[src/rtl/uart_bus_master.sv]
// uart_bus_master: UART 8N1 command decoder driving a 32-bit bus; optional frame timeout via UART_BUS_MASTER_TIMEOUT_EN
module uart_bus_master #(
  parameter int BAUD_RATE   = 115200,
  parameter int CLK_VAL_MHZ = 50
) (
  input  logic        clk,
  input  logic        rst,
  input  logic        rx,
  output logic        tx,
  output logic        enable,
  output logic        r_w,
  output logic [3:0]  byte_EN,
  output logic [31:0] dataout,
  output logic [31:0] addressout,
  input  logic [31:0] datain,
  output logic        busy
);
  localparam int CPB = (CLK_VAL_MHZ * 1000000) / BAUD_RATE;
  localparam int CW = $clog2(CPB + 1);
  localparam logic [CW-1:0] CPB_M1 = CW'(CPB - 1);
  localparam logic [CW-1:0] HALF_M1 = CW'(CPB / 2 - 1);
  typedef enum logic [1:0] {R_IDLE, R_START, R_DATA, R_STOP} rx_state_t;
  typedef enum logic [2:0] {IDLE, GET_ADDR, GET_DATA, BUS_WR, BUS_RD, RD_CAP, SEND} state_t;
  rx_state_t r_state;
  state_t state;
  logic rx_s1, rx_s2, rx_prev, rx_valid;
  logic [CW-1:0] r_cnt, t_cnt;
  logic [2:0] r_bit;
  logic [7:0] rx_sr, tx_byte;
  logic [9:0] tx_sr;
  logic [3:0] t_bit;
  logic t_busy, tx_done, tx_go, cmd_rd;
  logic [1:0] b_cnt, s_last;
  logic [31:0] resp;
`ifdef UART_BUS_MASTER_TIMEOUT_EN
  localparam logic [31:0] TO_M1 = 32'(16 * CPB - 1);
  logic [31:0] to_cnt;
`endif
  assign busy = state != IDLE;
  // RX: synchronise, find start edge, confirm at half bit, sample bit centres, validate stop
  always_ff @(posedge clk or negedge rst)
    if (!rst) begin
      rx_s1 <= 1'b1;
      rx_s2 <= 1'b1;
      rx_prev <= 1'b1;
      r_state <= R_IDLE;
      r_cnt <= '0;
      r_bit <= '0;
      rx_sr <= '0;
      rx_valid <= 1'b0;
    end else begin
      rx_s1 <= rx;
      rx_s2 <= rx_s1;
      rx_prev <= rx_s2;
      rx_valid <= 1'b0;
      case (r_state)
        R_IDLE: if (rx_prev && !rx_s2) begin
          r_state <= R_START;
          r_cnt <= '0;
        end
        R_START: if (r_cnt != HALF_M1) r_cnt <= r_cnt + 1'b1;
        else begin
          r_cnt <= '0;
          r_bit <= '0;
          r_state <= rx_s2 ? R_IDLE : R_DATA;
        end
        R_DATA: if (r_cnt != CPB_M1) r_cnt <= r_cnt + 1'b1;
        else begin
          r_cnt <= '0;
          rx_sr <= {rx_s2, rx_sr[7:1]};
          r_bit <= r_bit + 1'b1;
          if (r_bit == 3'd7) r_state <= R_STOP;
        end
        default: if (r_cnt != CPB_M1) r_cnt <= r_cnt + 1'b1;
        else begin
          r_cnt <= '0;
          r_state <= R_IDLE;
          rx_valid <= rx_s2;
        end
      endcase
    end
  // TX: shift out start, 8 data bits LSB first and stop, pulse tx_done at end of stop bit
  always_ff @(posedge clk or negedge rst)
    if (!rst) begin
      tx <= 1'b1;
      t_busy <= 1'b0;
      tx_done <= 1'b0;
      tx_sr <= '0;
      t_cnt <= '0;
      t_bit <= '0;
    end else begin
      tx_done <= 1'b0;
      if (!t_busy) begin
        if (tx_go) begin
          tx_sr <= {1'b1, tx_byte, 1'b0};
          t_busy <= 1'b1;
          t_cnt <= '0;
          t_bit <= '0;
          tx <= 1'b0;
        end
      end else if (t_cnt != CPB_M1) t_cnt <= t_cnt + 1'b1;
      else begin
        t_cnt <= '0;
        tx_sr <= {1'b1, tx_sr[9:1]};
        tx <= tx_sr[1];
        t_bit <= t_bit + 1'b1;
        if (t_bit == 4'd9) begin
          t_busy <= 1'b0;
          tx_done <= 1'b1;
          tx <= 1'b1;
        end
      end
    end
  // Command FSM: collect frame bytes, issue one-cycle bus strobe, queue the response bytes
  always_ff @(posedge clk or negedge rst)
    if (!rst) begin
      state <= IDLE;
      cmd_rd <= 1'b0;
      b_cnt <= '0;
      s_last <= '0;
      enable <= 1'b0;
      r_w <= 1'b0;
      byte_EN <= '0;
      dataout <= '0;
      addressout <= '0;
      resp <= '0;
      tx_go <= 1'b0;
      tx_byte <= '0;
`ifdef UART_BUS_MASTER_TIMEOUT_EN
      to_cnt <= '0;
`endif
    end else begin
      tx_go <= 1'b0;
      case (state)
        IDLE: if (rx_valid) begin
          b_cnt <= '0;
          if (rx_sr == 8'h57 || rx_sr == 8'h52) begin
            cmd_rd <= rx_sr == 8'h52;
            state <= GET_ADDR;
          end else begin
            tx_byte <= 8'h15;
            tx_go <= 1'b1;
            s_last <= '0;
            state <= SEND;
          end
        end
        GET_ADDR: if (rx_valid) begin
          addressout <= {addressout[23:0], rx_sr};
          b_cnt <= b_cnt + 2'd1;
          if (b_cnt == 2'd3) begin
            state <= cmd_rd ? BUS_RD : GET_DATA;
            enable <= cmd_rd;
            r_w <= cmd_rd;
            byte_EN <= cmd_rd ? 4'hF : 4'h0;
          end
        end
        GET_DATA: if (rx_valid) begin
          dataout <= {dataout[23:0], rx_sr};
          b_cnt <= b_cnt + 2'd1;
          if (b_cnt == 2'd3) begin
            state <= BUS_WR;
            enable <= 1'b1;
            r_w <= 1'b0;
            byte_EN <= 4'hF;
          end
        end
        BUS_WR: begin
          enable <= 1'b0;
          byte_EN <= '0;
          tx_byte <= 8'h06;
          tx_go <= 1'b1;
          s_last <= '0;
          b_cnt <= '0;
          state <= SEND;
        end
        BUS_RD: begin
          enable <= 1'b0;
          byte_EN <= '0;
          r_w <= 1'b0;
          state <= RD_CAP;
        end
        RD_CAP: begin
          tx_byte <= datain[31:24];
          resp <= {datain[23:0], 8'h00};
          tx_go <= 1'b1;
          s_last <= 2'd3;
          b_cnt <= '0;
          state <= SEND;
        end
        default: if (tx_done) begin
          if (b_cnt == s_last) state <= IDLE;
          else begin
            b_cnt <= b_cnt + 2'd1;
            tx_byte <= resp[31:24];
            resp <= {resp[23:0], 8'h00};
            tx_go <= 1'b1;
          end
        end
      endcase
`ifdef UART_BUS_MASTER_TIMEOUT_EN
      to_cnt <= (rx_valid || !(state == GET_ADDR || state == GET_DATA)) ? '0 : to_cnt + 32'd1;
      if ((state == GET_ADDR || state == GET_DATA) && !rx_valid && to_cnt == TO_M1) state <= IDLE;
`endif
    end
endmodule
[config.mk]
export PLATFORM = sky130hd
export DESIGN_NAME = uart_bus_master
export DESIGN_NICKNAME = d
export VERILOG_FILES = /design/src/rtl/uart_bus_master.sv
export SDC_FILE = /design/constraint.sdc
export NUM_CORES = 1
export LEC_CHECK = 0
export CORE_MARGIN = 2
export CORE_UTILIZATION = 54
export CTS_BUF_LIST = sky130_fd_sc_hd__clkbuf_16
export CTS_CLUSTER_SIZE = 28
export DETAILED_ROUTE_END_ITERATION = 16
export GPL_TIMING_DRIVEN = 0
export PLACE_DENSITY = 0.77
export SLEW_MARGIN = 20
export SYNTH_ARGS = -nofsm -noshare
export SYNTH_HDL_FRONTEND = slang
export SYNTH_SLANG_ARGS = --single-unit
[constraint.sdc]
create_clock -name clk -period 3.64 [get_ports clk]
set_input_delay 0.364 -clock clk [delete_from_list [all_inputs] [get_ports clk]]
set_output_delay 0.364 -clock clk [all_outputs]
set_load 0.1 [all_outputs]
Yosys cells after proc, flatten, opt, wreduce, memory -nomap -nowiden. Cells that the tools add are included.

Mux-type cells: 81. Eq/ne operators: 32. $add $sub $neg: 5. Reduce and logical (&&, ||, !) cells: 36. Bitwise gates (word level): 4.

Operators by type and width (number): 2-to-1 mux 32 bit (2); case mux 32 bit (2 select lines) (1); 2-to-1 mux 9 bit (6); 2-to-1 mux 3 bit (11); 2-to-1 mux 4 bit (8); 2-to-1 mux 8 bit (4); case mux 8 bit (4 select lines) (1); 2-to-1 mux 10 bit (3); AND reduction 5 bit (5); 2-to-1 mux 2 bit (12); 2-to-1 mux 1 bit (23); inequality test 2 bit (second input constant) (11); adder 9 x 1 -> 9 bit (second input constant) (2); inequality test 9 bit (second input constant) (2); case mux 9 bit (2 select lines) (1); equality test 8 x 7 -> 1 bit (second input constant) (2); case mux 3 bit (5 select lines) (1); case mux 2 bit (3 select lines) (2); case mux 4 bit (3 select lines) (1); AND reduction 3 bit (4); nonzero test 3 bit (4); nonzero test 6 bit (2); equality test 3 bit (second input constant) (3); inequality test 9 x 8 -> 1 bit (second input constant) (1); 29 further kinds (46).

Bits in registers: 171. Word-level logic and storage cells: 184. Input bits: 35.

Logic depth before layout (Yosys ltp).
Depth after elaboration: 5. Depth in mapped cells: 7.

Least setup slack after synthesis. No wires, ideal clock.

Path type: register -> register. From: register state[0]. To: register tx_byte[3]. Period minus slack after synthesis: 2.061 ns. Required time: 3.515 ns. Setup time: 0.125 ns. Setup slack: 1.579 ns. Path buffers: 0. Cell stages (with the launch flop): 5. Arrival: 1.936 ns. Cells stage by stage: dfrtp_1 -> or3_1 -> a21boi_0 -> a22o_1 -> mux2_2.

Longest elaborated chain between the ends: 4.

Ends and longest elaborated chain: from (decl) (line 25) `state_t state;`; from (signal assigned) (line 151) `state <= cmd_rd ? BUS_RD : GET_DATA;`; equality test 3 bit (tied with other cells) (line 134) `case (state)`; OR reduction 3 bit (no line); NOT 1 bit (no line); AND reduction 5 bit (no line); to (signal assigned) (line 183) `tx_byte <= datain[31:24];`; to (signal assigned) (line 194) `tx_byte <= resp[31:24];`; to (decl) (line 29) `logic [7:0] rx_sr, tx_byte;`.

Several ways; a longest one is shown, not always the timed one. A chain may end at the register's enable or synchronous reset.

Worst setup path in the final report.
From: register state[1]. To: output port busy.

Longest elaborated chain between the ends: 1.

Ends and longest elaborated chain: nonzero test 3 bit (line 39) `assign busy = state != IDLE;`; to (decl) (line 16) `output logic busy`.

Every way passes these cells.

==> results.toml <==
[drt]
routed-via-count = 5150
totalWireLength_mm = 15.3
drt.antenna.violating_nets = 0
routed_wl_per_cell_microns = 17.0
firstDrtPassIters = 5
drt-vias-per-instance = 5.69
drc_errors_left = 0
drt_first_iter_violations = 316

[clock_tree]
cts_setup_buffers = 0
cts_root_buffer = "sky130_fd_sc_hd__clkbuf_16"
cts_hold_buffers = 1
cts_tree = "built"
cts.reportedPaths.clkPinSlew_ns = 0.06
worst_skew_pair.late_latency_ns = 0.42
max-clock-path-buffers = 2
cts.repair.resized = 0
numClockSinks = 157
cts_buffers = 17
cts.htree.levels = 4

[global_route]
number_of_antenna_violations_at_the_first_check_in_global_routing = 0
first_pass_grt_wire_length_mm = 25.6
track_usage_pct = 22.6
grt_remaining_overflow = 0
via_count_of_the_first_global_routing_pass = 5299
maximum_number_of_pins_on_one_net_before_global_route_repair = 92

[sta]
finalClockSkew_ns = 0.00729
setup_violations = 0
timing.final.hold_violations = 0
worst_pin_slew_ns = 1.03
layout_min_cycle_time_ns = 2.61
max_freq_ghz = 0.383
layout_worst_path_cycle_share_pct = 71.8
rsz_0062_raised_after_global_routing = "false"
slew-limit-headroom_pct = 31.3
maxSlewViolCount = 0
setup_slack_ns = 1.03

[logic_synthesis]
synthesis.area_sq_um = 7140
postSynth.topFlopCell = "sky130_fd_sc_hd__dfrtp_1"
synth_enable_flop_cells = 0
yosysWarnings = 0
number_of_instances_in_the_synthesized_netlist = 591
synth_seq_cells = 157
ys_async_sr_fraction_pct = 100
synth.net_count = 636
synth_seq_area_share_pct = 55.1
post_synth_num_cell_types = 63
post_synth.cell_area_avg_sq_um = 12.1

[setup_path]
reg2reg_depth = 6
critical_path.top_delay_family = "buffers and inverters"
worstPathBufferInverterCount = 1
critPathMaxFanout = 5
arrival_ns = 2.25
crit_chain = "or3_1 > clkdlybuf4s50_1"
capturing_point_of_the_worst_reg2reg_path = "r_cnt[4]"
reg2reg_from = "r_cnt[1]"
worst_path_largest_cell_delay_ns = 1.01
worst-setup-path-type = "reg -> out"
timing.critical_path.slowest_stage_cell = "sky130_fd_sc_hd__clkdlybuf4s50_1"
startpoint_type = "flip-flop"
r2r_setup_slack_ns = 1.67
worst_setup_path_end_kind = "output pin"
critical_path_required_ns = 3.28

[power_and_ir_drop]
power_frac_clock_pct = 44.4
power.switching_fraction_pct = 23.6
switching_power_mw = 0.887
intPower_mw = 2.87
vdd_drop_max_v = 0.000359
pwr-share-comb_pct = 7.2
power_frac_seq_pct = 48.3
static-leakage-power_nw = 4.01
power.density_cell_area_nw_per_um2 = 417

[finish]
mostFrequentLayoutCell = "sky130_fd_sc_hd__dfrtp_1"
layout-area-overhead-vs-synth_pct = 26.3
diodes = 0
post_route_cells_drive_above_1_share_pct = 20.0
finalNonFillerCells = 905
most-common-layout-cells = "sky130_fd_sc_hd__dfrtp_1 (153), sky130_fd_sc_hd__clkdlybuf4s50_1 (105), sky130_fd_sc_hd__mux2_2 (81)"
design.final.nets = 763

[floorplanning]
die_height_microns = 119
floorplan.initialDensity_pct = 54.5
row_count = 42
coreArea_sq_um = 13100
ios = 107
die_w_microns = 119
design.die.area_sq_um = 14200

[placed_design]
gp_routability_congestion = 0.852
dp_worst_setup_slack_ns = 1.47
placedCellCount = 874
post-dp-hpwl_mm = 10.7
placement.io_buffers = 106

[min_path]
min_delay_worst_endpoint = "rx_s1"
min-delay-start = "rx"
hold_class = "in -> reg"
min_delay_path_depth = 1

[job]
cap_violations = 0

[run_status]
status = "finished clean"
==> state kept, by name, indices dropped and copies added (netlist names), 2 cells and up <==
register / cells
resp: 24
r_state: 2
t_cnt: 9
tx_byte: 8
dataout: 32
b_cnt: 2
r_cnt: 9
tx_sr: 9
r_bit: 3
t_bit: 4
rx_sr: 8
state: 3
addressout: 32
==> cell usage after synthesis, types with 3 or more instances <==
cell type / count / area, sq um
sky130_fd_sc_hd__dfrtp_1: 153 / 3830
sky130_fd_sc_hd__mux2_2: 81 / 912
sky130_fd_sc_hd__nand2_1: 43 / 161
sky130_fd_sc_hd__mux2i_1: 34 / 340
sky130_fd_sc_hd__a21oi_1: 31 / 155
sky130_fd_sc_hd__o21ai_0: 28 / 140
sky130_fd_sc_hd__nor2_1: 19 / 71.3
sky130_fd_sc_hd__a31oi_1: 17 / 106
sky130_fd_sc_hd__a22o_1: 15 / 131
sky130_fd_sc_hd__nand3_1: 15 / 75.1
sky130_fd_sc_hd__inv_1: 14 / 52.6
sky130_fd_sc_hd__buf_2: 11 / 55.1
sky130_fd_sc_hd__clkbuf_1: 11 / 41.3
sky130_fd_sc_hd__ha_1: 10 / 125
sky130_fd_sc_hd__buf_4: 9 / 67.6
sky130_fd_sc_hd__nand2b_1: 7 / 43.8
sky130_fd_sc_hd__nor3_1: 6 / 30.0
sky130_fd_sc_hd__and3_1: 5 / 31.3
sky130_fd_sc_hd__nand4_1: 5 / 31.3
sky130_fd_sc_hd__nor2b_1: 5 / 31.3
sky130_fd_sc_hd__a211oi_1: 4 / 30.0
sky130_fd_sc_hd__dfstp_2: 4 / 105
sky130_fd_sc_hd__o211ai_1: 4 / 30.0
sky130_fd_sc_hd__xor2_1: 4 / 35.0
sky130_fd_sc_hd__nor4_1: 3 / 18.8
sky130_fd_sc_hd__o22ai_1: 3 / 18.8
sky130_fd_sc_hd__o31ai_1: 3 / 22.5
sky130_fd_sc_hd__or3_1: 3 / 18.8
==> cell type report <==
cell class              count  area (sq um)
plain buffers              33           179
clock buffers              17           425
clock inverters            13           126
fillers                   944          4070
inverters                  15          56.3
multi-input cells         386          2970
flip-flops and latches    157          3930
well taps                 176           220
repair buffers            108          1100
==> stage by stage <==
| step | utilization (%) | TNS, ns | total power [mW] | instance area [sq um] | hold slack (ns) |
|---|---|---|---|---|---|
| 2_1_floorplan | - | 0 | 1.99 | 7140 | 0.0684 |
| 4_1_cts | 68.9 | 0 | 3.79 | 9010 | 0.350 |
| 6_report | 68.9 | 0 | 3.76 | 9010 | 0.361 |
| 3_5_place_dp | 64.6 | 0 | 2.12 | 8450 | 0.356 |
| 3_3_place_gp | 64.3 | -601.05 | 2.10 | 8420 | 0.346 |
| 5_1_grt | 68.9 | 0 | 3.90 | 9010 | 0.364 |
==> worst register-to-register path: stages (launching register included) <==
cell	delay (ns)
sky130_fd_sc_hd__dfrtp_1	0.42
sky130_fd_sc_hd__inv_1	0.09
sky130_fd_sc_hd__ha_1	0.15
sky130_fd_sc_hd__and4b_1	0.28
sky130_fd_sc_hd__a21oi_1	0.20
sky130_fd_sc_hd__nor2_1	0.48
sky130_fd_sc_hd__o21ai_0	0.20
==> power by group through the flow <==
stage          combinational, mW  sequential [mW]  clock, mW
6_report                   0.272             1.82       1.67
5_1_grt                    0.312             1.82       1.77
4_1_cts                    0.275             1.82       1.70
3_5_place_dp               0.272             1.85          0
3_3_place_gp               0.256             1.85          0
2_1_floorplan              0.147             1.84          0
==> how the worst max path moves through the flow <==
stage	from	endpoint	slack (ns)	depth (start not counted)
after CTS	state[1]	busy	1.02	2
after floorplan	state[0]	tx_byte[3]	1.58	4
final	state[1]	busy	1.03	2
after global placement	rst	addressout[18]	-3.89	1
after detailed placement	state[1]	busy	1.47	2
after global routing	state[1]	busy	0.99	2
==> cell families after synthesis <==
group | synth area share (%)
AOI/OAI and AO/OA | 12.1
xor gates and xnor gates | 0.736
adders and majority gates | 1.75
buffers and inverters | 3.30
DFF | 55.1
muxes | 17.5
and+or+nand+nor | 9.47
==> routing by layer <==
| metal | GRT usage, % | vias to the layer above | wire [microns] |
|---|---|---|---|
| met5 | 0 | - | 0 |
| li1 | - | 2417 | - |
| met1 | 28.7 | 2600 | 6490 |
| met4 | 7.59 | 0 | 177 |
| met2 | 38.7 | 117 | 8160 |
| met3 | 4.55 | 16 | 514 |
Power figures use the tool's default switching activity.
